$ cat src/rtl/rv32_mem_port_arbiter.sv
// ---------------------------------------------------------------------------
// rv32_mem_port_arbiter
//
// Purpose:
//   Shares one memory port between two requesters: requester 0 is the
//   multicycle core and requester 1 is a DMA/debug master. A granted request
//   is latched and driven to memory for RD_LATENCY cycles. The captured read
//   data and exception mask are then returned to the owner with a one-cycle
//   rvalid pulse. Stores are acknowledged the same way. Only one transaction
//   is in flight at a time.
//
// Configuration macro:
//   RV32_ARB_ROUND_ROBIN_EN - when defined, a tie (both requesting) goes to
//                             the requester that did not own the previous
//                             transaction. The first tie after reset goes to
//                             requester 0. When undefined, requester 0
//                             always wins a tie.
//
// Parameters:
//   RD_LATENCY : cycles by which mem_rd_data lags mem_addr (1..15)
//   CNT_W      : latency counter width, RD_LATENCY < 2**CNT_W
//
// Ports:
//   clk, rst              clock (rising edge), async active-low reset
//   req[1:0]              per-requester request, held until its gnt
//   addr0/1, wdata0/1     request address / store data
//   we[1:0], access0/1    store flag / access size per requester
//   gnt[1:0]              one-hot pulse: request latched on the previous edge
//   rvalid[1:0]           one-hot pulse: rdata/rexc valid for that requester
//   rdata, rexc           captured memory read data / exception mask
//   mem_addr, mem_wr_data latched request driven to memory
//   mem_wr_ena            single-cycle store strobe
//   mem_access            latched access size
//   mem_rd_data           memory read data
//   mem_exception         memory exception mask
// ---------------------------------------------------------------------------
package rv32_mem_pkg;
    typedef enum logic [1:0] {
        MEM_ACCESS_BYTE = 2'd0,
        MEM_ACCESS_HALF = 2'd1,
        MEM_ACCESS_WORD = 2'd2
    } mem_access_t;

    typedef logic [3:0] mem_exception_mask_t;
endpackage

module rv32_mem_port_arbiter
    import rv32_mem_pkg::*;
#(
    parameter int RD_LATENCY = 1,
    parameter int CNT_W      = 4
) (
    input  logic                clk,
    input  logic                rst,
    input  logic [1:0]          req,
    input  logic [31:0]         addr0,
    input  logic [31:0]         addr1,
    input  logic [31:0]         wdata0,
    input  logic [31:0]         wdata1,
    input  logic [1:0]          we,
    input  mem_access_t         access0,
    input  mem_access_t         access1,
    output logic [1:0]          gnt,
    output logic [1:0]          rvalid,
    output logic [31:0]         rdata,
    output mem_exception_mask_t rexc,
    output logic [31:0]         mem_addr,
    output logic [31:0]         mem_wr_data,
    output logic                mem_wr_ena,
    output mem_access_t         mem_access,
    input  logic [31:0]         mem_rd_data,
    input  mem_exception_mask_t mem_exception
);

    typedef enum logic [1:0] {
        S_IDLE   = 2'd0,
        S_ACCESS = 2'd1,
        S_RESP   = 2'd2
    } state_t;

    localparam logic [CNT_W-1:0] LAST_CNT = CNT_W'(RD_LATENCY - 1);

    state_t              state_reg, state_next;
    logic [CNT_W-1:0]    counter_reg, counter_next;
    logic                owner_reg, owner_next;
    logic [1:0]          gnt_reg, gnt_next;
    logic [1:0]          rvalid_reg, rvalid_next;
    logic [31:0]         rdata_reg, rdata_next;
    mem_exception_mask_t rexc_reg, rexc_next;
    logic [31:0]         mem_addr_reg, mem_addr_next;
    logic [31:0]         mem_wr_data_reg, mem_wr_data_next;
    logic                mem_wr_ena_reg, mem_wr_ena_next;
    mem_access_t         mem_access_reg, mem_access_next;
    logic                winner;

`ifdef RV32_ARB_ROUND_ROBIN_EN
    logic last_owner_reg, last_owner_next;

    // On a tie the previous owner yields; a lone requester always wins.
    always_comb begin
        if (req == 2'b11) begin
            winner = ~last_owner_reg;
        end else begin
            winner = req[1];
        end
    end
`else
    // Requester 0 wins whenever it is requesting.
    always_comb begin
        winner = ~req[0];
    end
`endif

    always_ff @(posedge clk or negedge rst) begin
        if (!rst) begin
            state_reg       <= S_IDLE;
            counter_reg     <= '0;
            owner_reg       <= 1'b0;
            gnt_reg         <= 2'b00;
            rvalid_reg      <= 2'b00;
            rdata_reg       <= '0;
            rexc_reg        <= '0;
            mem_addr_reg    <= '0;
            mem_wr_data_reg <= '0;
            mem_wr_ena_reg  <= 1'b0;
            mem_access_reg  <= MEM_ACCESS_WORD;
`ifdef RV32_ARB_ROUND_ROBIN_EN
            last_owner_reg  <= 1'b1;
`endif
        end else begin
            state_reg       <= state_next;
            counter_reg     <= counter_next;
            owner_reg       <= owner_next;
            gnt_reg         <= gnt_next;
            rvalid_reg      <= rvalid_next;
            rdata_reg       <= rdata_next;
            rexc_reg        <= rexc_next;
            mem_addr_reg    <= mem_addr_next;
            mem_wr_data_reg <= mem_wr_data_next;
            mem_wr_ena_reg  <= mem_wr_ena_next;
            mem_access_reg  <= mem_access_next;
`ifdef RV32_ARB_ROUND_ROBIN_EN
            last_owner_reg  <= last_owner_next;
`endif
        end
    end

    always_comb begin
        state_next       = state_reg;
        counter_next     = counter_reg;
        owner_next       = owner_reg;
        gnt_next         = 2'b00;
        rvalid_next      = 2'b00;
        rdata_next       = rdata_reg;
        rexc_next        = rexc_reg;
        mem_addr_next    = mem_addr_reg;
        mem_wr_data_next = mem_wr_data_reg;
        mem_access_next  = mem_access_reg;
        // Strobe is only ever set on the grant edge, so a store produces
        // exactly one write cycle (the first S_ACCESS cycle).
        mem_wr_ena_next  = 1'b0;
`ifdef RV32_ARB_ROUND_ROBIN_EN
        last_owner_next  = last_owner_reg;
`endif
        case (state_reg)
            S_IDLE: begin
                if (req != 2'b00) begin
                    gnt_next         = winner ? 2'b10 : 2'b01;
                    mem_addr_next    = winner ? addr1 : addr0;
                    mem_wr_data_next = winner ? wdata1 : wdata0;
                    mem_access_next  = winner ? access1 : access0;
                    mem_wr_ena_next  = we[winner];
                    owner_next       = winner;
                    counter_next     = '0;
                    state_next       = S_ACCESS;
                end
            end
            S_ACCESS: begin
                counter_next = counter_reg + CNT_W'(1);
                if (counter_reg == LAST_CNT) begin
                    state_next = S_RESP;
                end
            end
            S_RESP: begin
                // Data is valid this cycle; the rvalid pulse lines up with
                // the freshly captured rdata/rexc in the following S_IDLE cycle.
                rdata_next  = mem_rd_data;
                rexc_next   = mem_exception;
                rvalid_next = owner_reg ? 2'b10 : 2'b01;
`ifdef RV32_ARB_ROUND_ROBIN_EN
                last_owner_next = owner_reg;
`endif
                state_next  = S_IDLE;
            end
            default: begin
                state_next = S_IDLE;
            end
        endcase
    end

    assign gnt         = gnt_reg;
    assign rvalid      = rvalid_reg;
    assign rdata       = rdata_reg;
    assign rexc        = rexc_reg;
    assign mem_addr    = mem_addr_reg;
    assign mem_wr_data = mem_wr_data_reg;
    assign mem_wr_ena  = mem_wr_ena_reg;
    assign mem_access  = mem_access_reg;

endmodule

$ cat config.mk
export PLATFORM = sky130hd
export DESIGN_NAME = rv32_mem_port_arbiter
export DESIGN_NICKNAME = d
export VERILOG_FILES = /design/src/rtl/rv32_mem_port_arbiter.sv
export SDC_FILE = /design/constraint.sdc
export NUM_CORES = 1
export LEC_CHECK = 0
export ABC_AREA = 1
export BUFFER_PORTS_ARGS = -buffer_cell sky130_fd_sc_hd__buf_4
export CORE_UTILIZATION = 30
export CTS_CLUSTER_DIAMETER = 120
export DETAILED_ROUTE_END_ITERATION = 8
export SYNTH_ARGS = -nofsm -noshare
export SYNTH_HDL_FRONTEND = slang
export SYNTH_SLANG_ARGS = --single-unit
$ cat constraint.sdc
create_clock -name clk -period 1.6 [get_ports clk]
set_clock_uncertainty 0.05 [all_clocks]
set_input_delay 0.48 -clock clk [delete_from_list [all_inputs] [get_ports clk]]
set_output_delay 0.48 -clock clk [all_outputs]
set_load 0.01 [all_outputs]
==> run summary, run 1 <==
The die span in y is 134.3 um, and the total setup violations reported at the end of the flow is 0. The portion of synthesized cell area occupied by the leading cell type was 0.5384; the critical path required time was 1070 ps. The tools report the net switching power figure as 5.232 mW. Setup repair after global routing could not meet its margin everywhere.

TritonCTS built the clock tree. The logs give 48 for the site row count and 0 for the yosys synthesis warning count. The worst setup path is launched from a flop. The worst hold path begins at we[1]. The clock passes through at most 2 buffers. Summed over all instances, the cell type with the most area after synthesis is dfrtp_1. Synthesis produced 706 cells. The highest fanout seen on the critical path was 2; the post-detailed-placement cell area was 7682 um^2. The tools report the start point of the critical path as mem_access[1]. The run gives 6.880 mm as the met1 layer wirelength in the final routing. In this run the count of I/O pins placed on the die edge is 281. Category of the worst setup path capture point: a primary output.

The sum of overflow across all layers after global routing came out at 0. The count of TritonRoute iterations in the first routing pass came out at 4. At the pin with the least slew margin, the transition time is 356.2 ps. Post-CTS timing repair inserted 0 buffers for setup. The part of the cycle the worst path needs came out at 0.9867.

The H-tree was split into 4 levels. For the critical path arrival, the log shows 1050 ps. After detailed routing, no signal wire sits above met4. The register share of total power came out at 0.329. After detailed routing, the average wire length per cell comes to 12.90 um.

The filler cells instantiated in the layout total 1778. After synthesis, the netlist uses 16 different library cells. Clock-pin slew of the registers on the worst-case setup and hold paths: 50 ps. For the utilization after layout, the log shows 0.4862. Detailed placement ended at an HPWL of 11.48 mm.

The tools report the max-capacitance violation count as 0. In this run, the number of DRC markers left after iteration 0 of detailed routing was 169. Timing would allow up to 633.5 MHz. The number of vias in the routed layout was 5255; the area taken by multi-input logic gates was 2142 um^2.

Ranked by total cell area, the synthesized netlist is headed by dfrtp_1 (54%), nand2_1 (35%), nand3_1 (4.0%), buf_2 (2.8%), buf_4 (1.6%). The combinational power share was 0.397; the worst slew margin relative to its limit was 0.7625. In this run the cell area of the synthesized design comes to 5253 um^2. The final instance area was 8351 um^2. The core region is 17180 um^2. Detailed routing placed a total of 7.413 mm of wire on met2. Compared with the post-synthesis result, the final layout area differs by 58.98%. The first-pass GRT wire length was 24.93 mm; the global-route usage over all layers was 0.1793.

The number of hold violations in the final report is 0, and the number of design rule violations left after detail routing is 0. Among cell families on the critical path, the largest total delay comes from flip-flops. The count of buffers added on input and output ports is 280.

CTS placed an instance of clkbuf_16 at the clock tree root. The proportion of synthesized chip area in sequential cells came out at 0.5434. Layout cell share with drive strength beyond 1: 0.3367.

Entering global routing, the biggest net connects 56 pins. The flow ran to the end, and the final reports show no timing, DRC or antenna violations. The number of antenna cells inserted came out at 0.

The die covers 18040 um^2. Antenna violation net count after detailed routing: 0. The internal portion of the total power is 9.886 mW. Summed over all cells, the static leakage comes to 4.845 nW. The type of the worst min-delay path is in -> reg.

The clock latency reported for the late side of the worst-skew pair was 410 ps. The final period demand of the worst path works out to 1579 ps. The worst voltage drop across the vdd grid is 883.0 uV, and the count of nets after finishing is 1159.

The via count of the first global-routing pass is 4926. The number of buffers and inverters on the critical path works out to 1. The congestion estimate from routability-driven global placement came to 0.7802.

The tools report the launch point of the worst reg-to-reg path as state_reg[1]. The number of pins exceeding their max-slew limit in the final report was 0; the die extent in x was 134.3 um. The number of flip-flops and latches in the synthesized netlist is 114, and the via density per instance is 4.307. For the initial antenna violation count, the log shows 0. The TritonCTS sink count was 114; the number of clock buffers inserted by TritonCTS was 17. Counting every net in the synthesized netlist gives 882.

After detailed routing, the met3 layer carries 1.202 mm of wire. Stage delay of the slowest cell on the critical path: 540 ps. The largest individual stage delay along the critical path comes from the cell dfstp_2. Power density of the placed cells: 1810 nW/um^2. The routed design has 15.74 mm of wire. Starting density of the core: 0.3058.

The clock share of power is 0.274, and the average footprint of a synthesized cell is 7.440 um^2. The signal on the critical path passes through buf_6. The switching share of power was 0.3461. The worst setup path is of the reg -> out kind.

The flip-flop and latch area came out at 2854 um^2.
==> through the flow <==
step	total power, mW	hold slack, ps	setup WS [ps]	instances	setup TNS, ps
finish	15.12	215.2	21.35	1220	0
global route	16.23	202.1	-15.87	1220	-15.87
CTS	15.36	197.0	-2.131	1220	-2.131
detailed placement	11.13	370.6	144.8	1188	0
global placement	11.08	367.1	179.8	1188	0
floorplan	7.837	134.4	256.6	706	0
==> power groups by stage <==
stage	registers, mW	logic, mW	clock network (mW)
final	4.97	6.00	4.15
after global routing	5.13	6.71	4.40
after CTS	4.98	6.13	4.25
after detailed placement	4.99	6.13	0
after global placement	4.97	6.11	0
after floorplan	5.53	2.31	0
==> synthesized netlist by cell type <==
cell type,n
a21oi_1,1
buf_2,29
buf_4,11
clkbuf_1,1
dfrtp_1,113
dfstp_2,1
ha_1,2
inv_1,7
inv_2,1
nand2_1,485
nand3_1,42
nand4_1,1
nor2_1,7
nor2_2,3
o21ai_4,1
xor2_1,1
==> what timing repair did <==
| item | CTS | global route |
|---|---|---|
| hold endpoints to repair | 18 | 0 |
| gates resized for setup | 1 | 0 |
| hold buffers | 1 | 0 |
| setup endpoints to repair | 1 | 1 |
==> cell type report <==
type                    instances  area share
clock inverters                 8     0.01753
multi-input cells             543      0.2565
inverters                       8    0.003596
flip-flops and latches        114      0.3418
clock buffers                  23     0.06083
well taps                     225     0.03371
repair buffers                299      0.2860
==> placed cells by master, fill, tap and decap left out, types with 2 or more instances in the layout <==
cell / n
bufinv_16: 4
nand2_1: 485
clkbuf_8: 6
ha_1: 2
clkbuf_16: 17
nand3_1: 42
buf_4: 286
nor2_2: 2
dfrtp_1: 113
inv_1: 7
clkinv_2: 2
nor2_1: 7
buf_12: 11
==> tightest hold or removal path, cell delays in order <==
cell	delay [ps]
buf_4	80
nand2_1	40
nand2_1	40
==> cell families (layout without fill, tap and decap cells) <==
family	Yosys count	in the layout	share of synthesized area
and+or+nand+nor	538	538	0.3964
DFF	114	114	0.5434
buffers and inverters	49	338	0.04979
adders and majority gates	2	2	0.004763
AOI/OAI and AO/OA	2	2	0.004049
xor gates and xnor gates	1	1	0.001668
==> per-layer routing <==
| layer | up-vias | global-route usage |
|---|---|---|
| li1 | 2705 | - |
| met1 | 2334 | 0.2231 |
| met2 | 198 | 0.2873 |
| met3 | 18 | 0.05971 |
| met4 | 0 | 0.06866 |
| met5 | - | 0 |
==> path summary, 6_finish.rpt <==
path	endpoint	cells after the start	slack (ps)
max	mem_access[1]	1	20
min	mem_wr_ena	3	220
max reg2reg	rdata[12]	5	220
min reg2reg	rvalid[0]	1	390
max in group asynchronous	mem_wr_data[24]	3	500
min in group asynchronous	rexc[0]	2	480
(Power assumes the default switching activity.)
==> run 2, diff against run 1 <==
--- a/config.mk
+++ b/config.mk
@@ -7,9 +7,12 @@
 export LEC_CHECK = 0
 export ABC_AREA = 1
 export BUFFER_PORTS_ARGS = -buffer_cell sky130_fd_sc_hd__buf_4
-export CORE_UTILIZATION = 30
+export CELL_PAD_IN_SITES_DETAIL_PLACEMENT = 2
+export CELL_PAD_IN_SITES_GLOBAL_PLACEMENT = 2
+export CORE_UTILIZATION = 23
 export CTS_CLUSTER_DIAMETER = 120
 export DETAILED_ROUTE_END_ITERATION = 8
+export PLACE_DENSITY_LB_ADDON = 0.1
 export SYNTH_ARGS = -nofsm -noshare
 export SYNTH_HDL_FRONTEND = slang
 export SYNTH_SLANG_ARGS = --single-unit
==> run 2 against run 1 <==
Against the previous run: sequential share of layout area down 0.14 points; die area up 30%; via count up 5.9%; critical path type unchanged; critical endpoint unchanged.
==> run summary, run 2 (synthesis gave the netlist of run 1 again) <==
The run finished with clean final reports. The logs give 61 (was 56) for the largest net degree at the start of global routing and 0 (unchanged) for the total setup violations reported at the end of the flow. The most frequent standard cell in the layout excluding fill and tap cells was nand2_1 (unchanged). For the H-tree depth reported by CTS, the log shows 4 (unchanged).

The die extent in x came out at 153.1 um (was 134.3 um). The start point of the worst hold path was we[1] (unchanged). The switching share of power is 0.3637 (was 0.3461). The tools report the critical path launch point type as a flop (unchanged).

Part of the cycle the worst path needs: 0.9850 (was 0.9867). The tools report the critical path required time as 1070 ps (about the same). The number of violations reported at the end of detailed-routing iteration 0 is 149 (was 169). The number of inserted filler cells in the final layout was 2581 (was 1778); the routed length on met3 was 1.405 mm (was 1.202 mm). For the cell leakage power, the log shows 4.821 nW (was 4.845 nW). The floorplan die area was 23450 um^2 (was 18040 um^2); the final period demand of the worst path was 1576 ps (was 1579 ps). Uppermost metal layer occupied by signal nets: met4 (unchanged). The first-pass GRT wire length came out at 32.53 mm (was 24.93 mm). The count of boundary I/O pins was 281 (unchanged).

The launch point of the worst reg-to-reg path is state_reg[1] (unchanged). The run gives 14.94 mm (was 11.48 mm) as the total half-perimeter wirelength after legalization and detailed placement. The number of design rule violations left after detail routing is 0 (unchanged), and the post-detailed-placement cell area is 7729 um^2 (was 7682 um^2).

The tools report the number of hold violations in the final report as 0 (unchanged). The number of vias in the routed layout was 5567 (was 5255). The run gives 0.1787 (was 0.1793) as the global-route usage over all layers. The number of antenna cells inserted is 0 (unchanged).

The stage delay of the slowest cell on the critical path is 530 ps (was 540 ps), and the final instance area is 8384 um^2 (was 8351 um^2). The transition at the pin with the smallest max-transition slack came out at 356.2 ps (about the same). The logs give 0 (unchanged) for the number of pins exceeding their max-slew limit in the final report and 634.5 MHz (was 633.5 MHz) for the achievable clock frequency. The net switching power figure was 5.628 mW (was 5.232 mW); the via density per instance was 4.356 (was 4.307).

The tools report the clock latency reported for the late side of the worst-skew pair as 410 ps (about the same). The starting density of the core is 0.2377 (was 0.3058), and the weighted congestion reported at the end of routability-driven placement is 0.7047 (was 0.7802). The critical path arrival was 1050 ps (about the same); the final routed wire length divided by cell count was 15.77 um (was 12.90 um). The run gives 22090 um^2 (was 17180 um^2) as the core box area. The logs give 0.3795 (was 0.4862) for the utilization after layout and 17 (unchanged) for the number of clock buffers inserted by TritonCTS. The number of cells traversed by the worst register-to-register path was 6 (was 5).

The wire length after detailed routing is 20.15 mm (was 15.74 mm), and the via count of the first global-routing pass is 6028 (was 4926). The type of the worst min-delay path was in -> reg (unchanged). For the initial antenna violation count, the log shows 0 (unchanged). Class of the most critical setup path: reg -> out (unchanged). The depth of the worst hold-timing path came out at 3 (unchanged).

The clock share of power is 0.270 (was 0.274). The area taken by multi-input logic gates is 2142 um^2 (unchanged). The tools report the post-CTS setup buffer count as 0 (unchanged). The worst slew margin relative to its limit is 0.7625 (about the same), and the clock-pin slew of the registers on the worst-case setup and hold paths is 50 ps (about the same).

Power density of the placed cells: 1846 nW/um^2 (was 1810 nW/um^2). The buffer levels on the longest clock path was 2 (unchanged). The highest fanout seen on the critical path works out to 2 (unchanged). The logs give 0 (unchanged) for the sum of overflow across all layers after global routing and 1161 (was 1159) for the count of nets after finishing.

Chain of cells forming the critical path: buf_6 (unchanged). The tools report the slack of the worst reg-to-reg path as 250 ps (was 220 ps). The slowest cell on the critical path is dfstp_2 (unchanged). The tools report the final instance count without filler cells as 1278 (was 1220).

The layout cell share with drive strength beyond 1 was 0.3367 (about the same). The register share of total power came out at 0.321 (was 0.329). TritonCTS built the clock tree. Setup repair after global routing could not meet its margin everywhere. The port buffer count is 280 (unchanged), and the combinational power share is 0.409 (was 0.397). The internal power summed over all cells was 9.845 mW (was 9.886 mW). The max-capacitance violation count is 0 (unchanged). The logs give 0 (unchanged) for the antenna violation net count after detailed routing and 625.6 uV (was 883.0 uV) for the worst voltage drop across the vdd grid. Worst flop-to-flop path endpoint: mem_access[0] (was rdata[12]). The met1 layer wirelength in the final routing came out at 8.816 mm (was 6.880 mm). The tools report the worst hold path endpoint as mem_wr_ena (unchanged). The number of buffers and inverters on the critical path is 1 (unchanged), and the TritonCTS sink count is 114 (unchanged). The growth of design area from synthesis to finish came out at 59.62% (was 58.98%).

The logs give 2854 um^2 (unchanged) for the flip-flop and latch area and 1245 (was 1188) for the total placed cells including tap cells. The site row count is 54 (was 48). The category of the worst setup path capture point is a primary output (unchanged). The routed length on met2 was 9.668 mm (was 7.413 mm). Top cell family by delay on the critical path: flip-flops (unchanged). Leading cell types in the layout, fill and taps excluded: nand2_1 (485), buf_4 (291), dfrtp_1 (113), nand3_1 (42), clkbuf_16 (17) (was nand2_1 (485), buf_4 (286), dfrtp_1 (113), nand3_1 (42), clkbuf_16 (17)).

The count of TritonRoute iterations in the first routing pass was 4 (unchanged). Clock tree root buffer cell: clkbuf_16 (unchanged). The die span in y was 153.1 um (was 134.3 um).
-- run 2: cell types whose count changed in the layout (fill, tap and decap cells not counted), sizes merged --
cell	previous run	this run
bufinv	4	5
buf	298	300
clkbuf	23	19
clkinvlp	1	3
clkinv	2	4
-- run 2: timing repair --
| action | 4_1_cts | 5_1_grt |
|---|---|---|
| hold endpoints to repair | 1 | 0 |
| endpoints found under the setup margin | 1 | 1 |
| hold buffers | 1 | 0 |
| cloned | 0 | 0 |
| resized for setup | 1 | 0 |
-- run 2: worst max path at each step --
stage,start,endpoint,cells after the start
6_report,mem_access[1],mem_access[1],1
5_1_grt,mem_access[1],mem_access[1],1
4_1_cts,mem_access[1],mem_access[1],1
3_5_place_dp,req[0],mem_access[0],6
3_3_place_gp,req[0],mem_addr[7],6
2_1_floorplan,req[0],mem_addr[0],7
-- run 2: cell type report --
cell class | count | share of cell area
Inverter | 8 | 0.003582
Tap cell | 280 | 0.04178
Sequential cell | 114 | 0.3404
Multi-Input combinational cell | 543 | 0.2555
Timing Repair Buffer | 301 | 0.2822
Clock buffer | 19 | 0.05163
Clock inverter | 13 | 0.02492
-- run 2: per-stage QoR --
stage | hold WS (ps) | power (mW) | setup slack [ps] | setup TNS [ps]
final | 223.7 | 15.47 | 24.05 | 0
after global routing | 224.8 | 16.65 | -10.66 | -10.66
after CTS | 201.3 | 15.85 | -2.695 | -2.695
after detailed placement | 236.6 | 11.53 | 158.3 | 0
after global placement | 237.2 | 11.33 | 192.9 | 0
after floorplan | 134.4 | 7.837 | 256.6 | 0
-- run 2: power by group through the flow --
stage          clock network, mW  logic (mW)  registers (mW)
6_report                    4.18        6.33            4.97
3_3_place_gp                   0        6.39            4.94
2_1_floorplan                  0        2.31            5.53
4_1_cts                     4.31        6.55            4.99
3_5_place_dp                   0        6.52            5.01
5_1_grt                     4.43        7.07            5.15
-- run 2: worst reg2reg max path, cell delays in order, from the launching register on --
cell     delay (ps)
dfrtp_1         400
inv_1            60
nand2_1         140
nor2_4          160
buf_12          250
nand2_1         150
nand2_1          80
-- run 2: layer usage --
layer	vias to the layer above	global-route usage
met5	-	0
met4	0	0.05002
met3	17	0.06067
met2	173	0.2990
li1	2696	-
met1	2681	0.2174
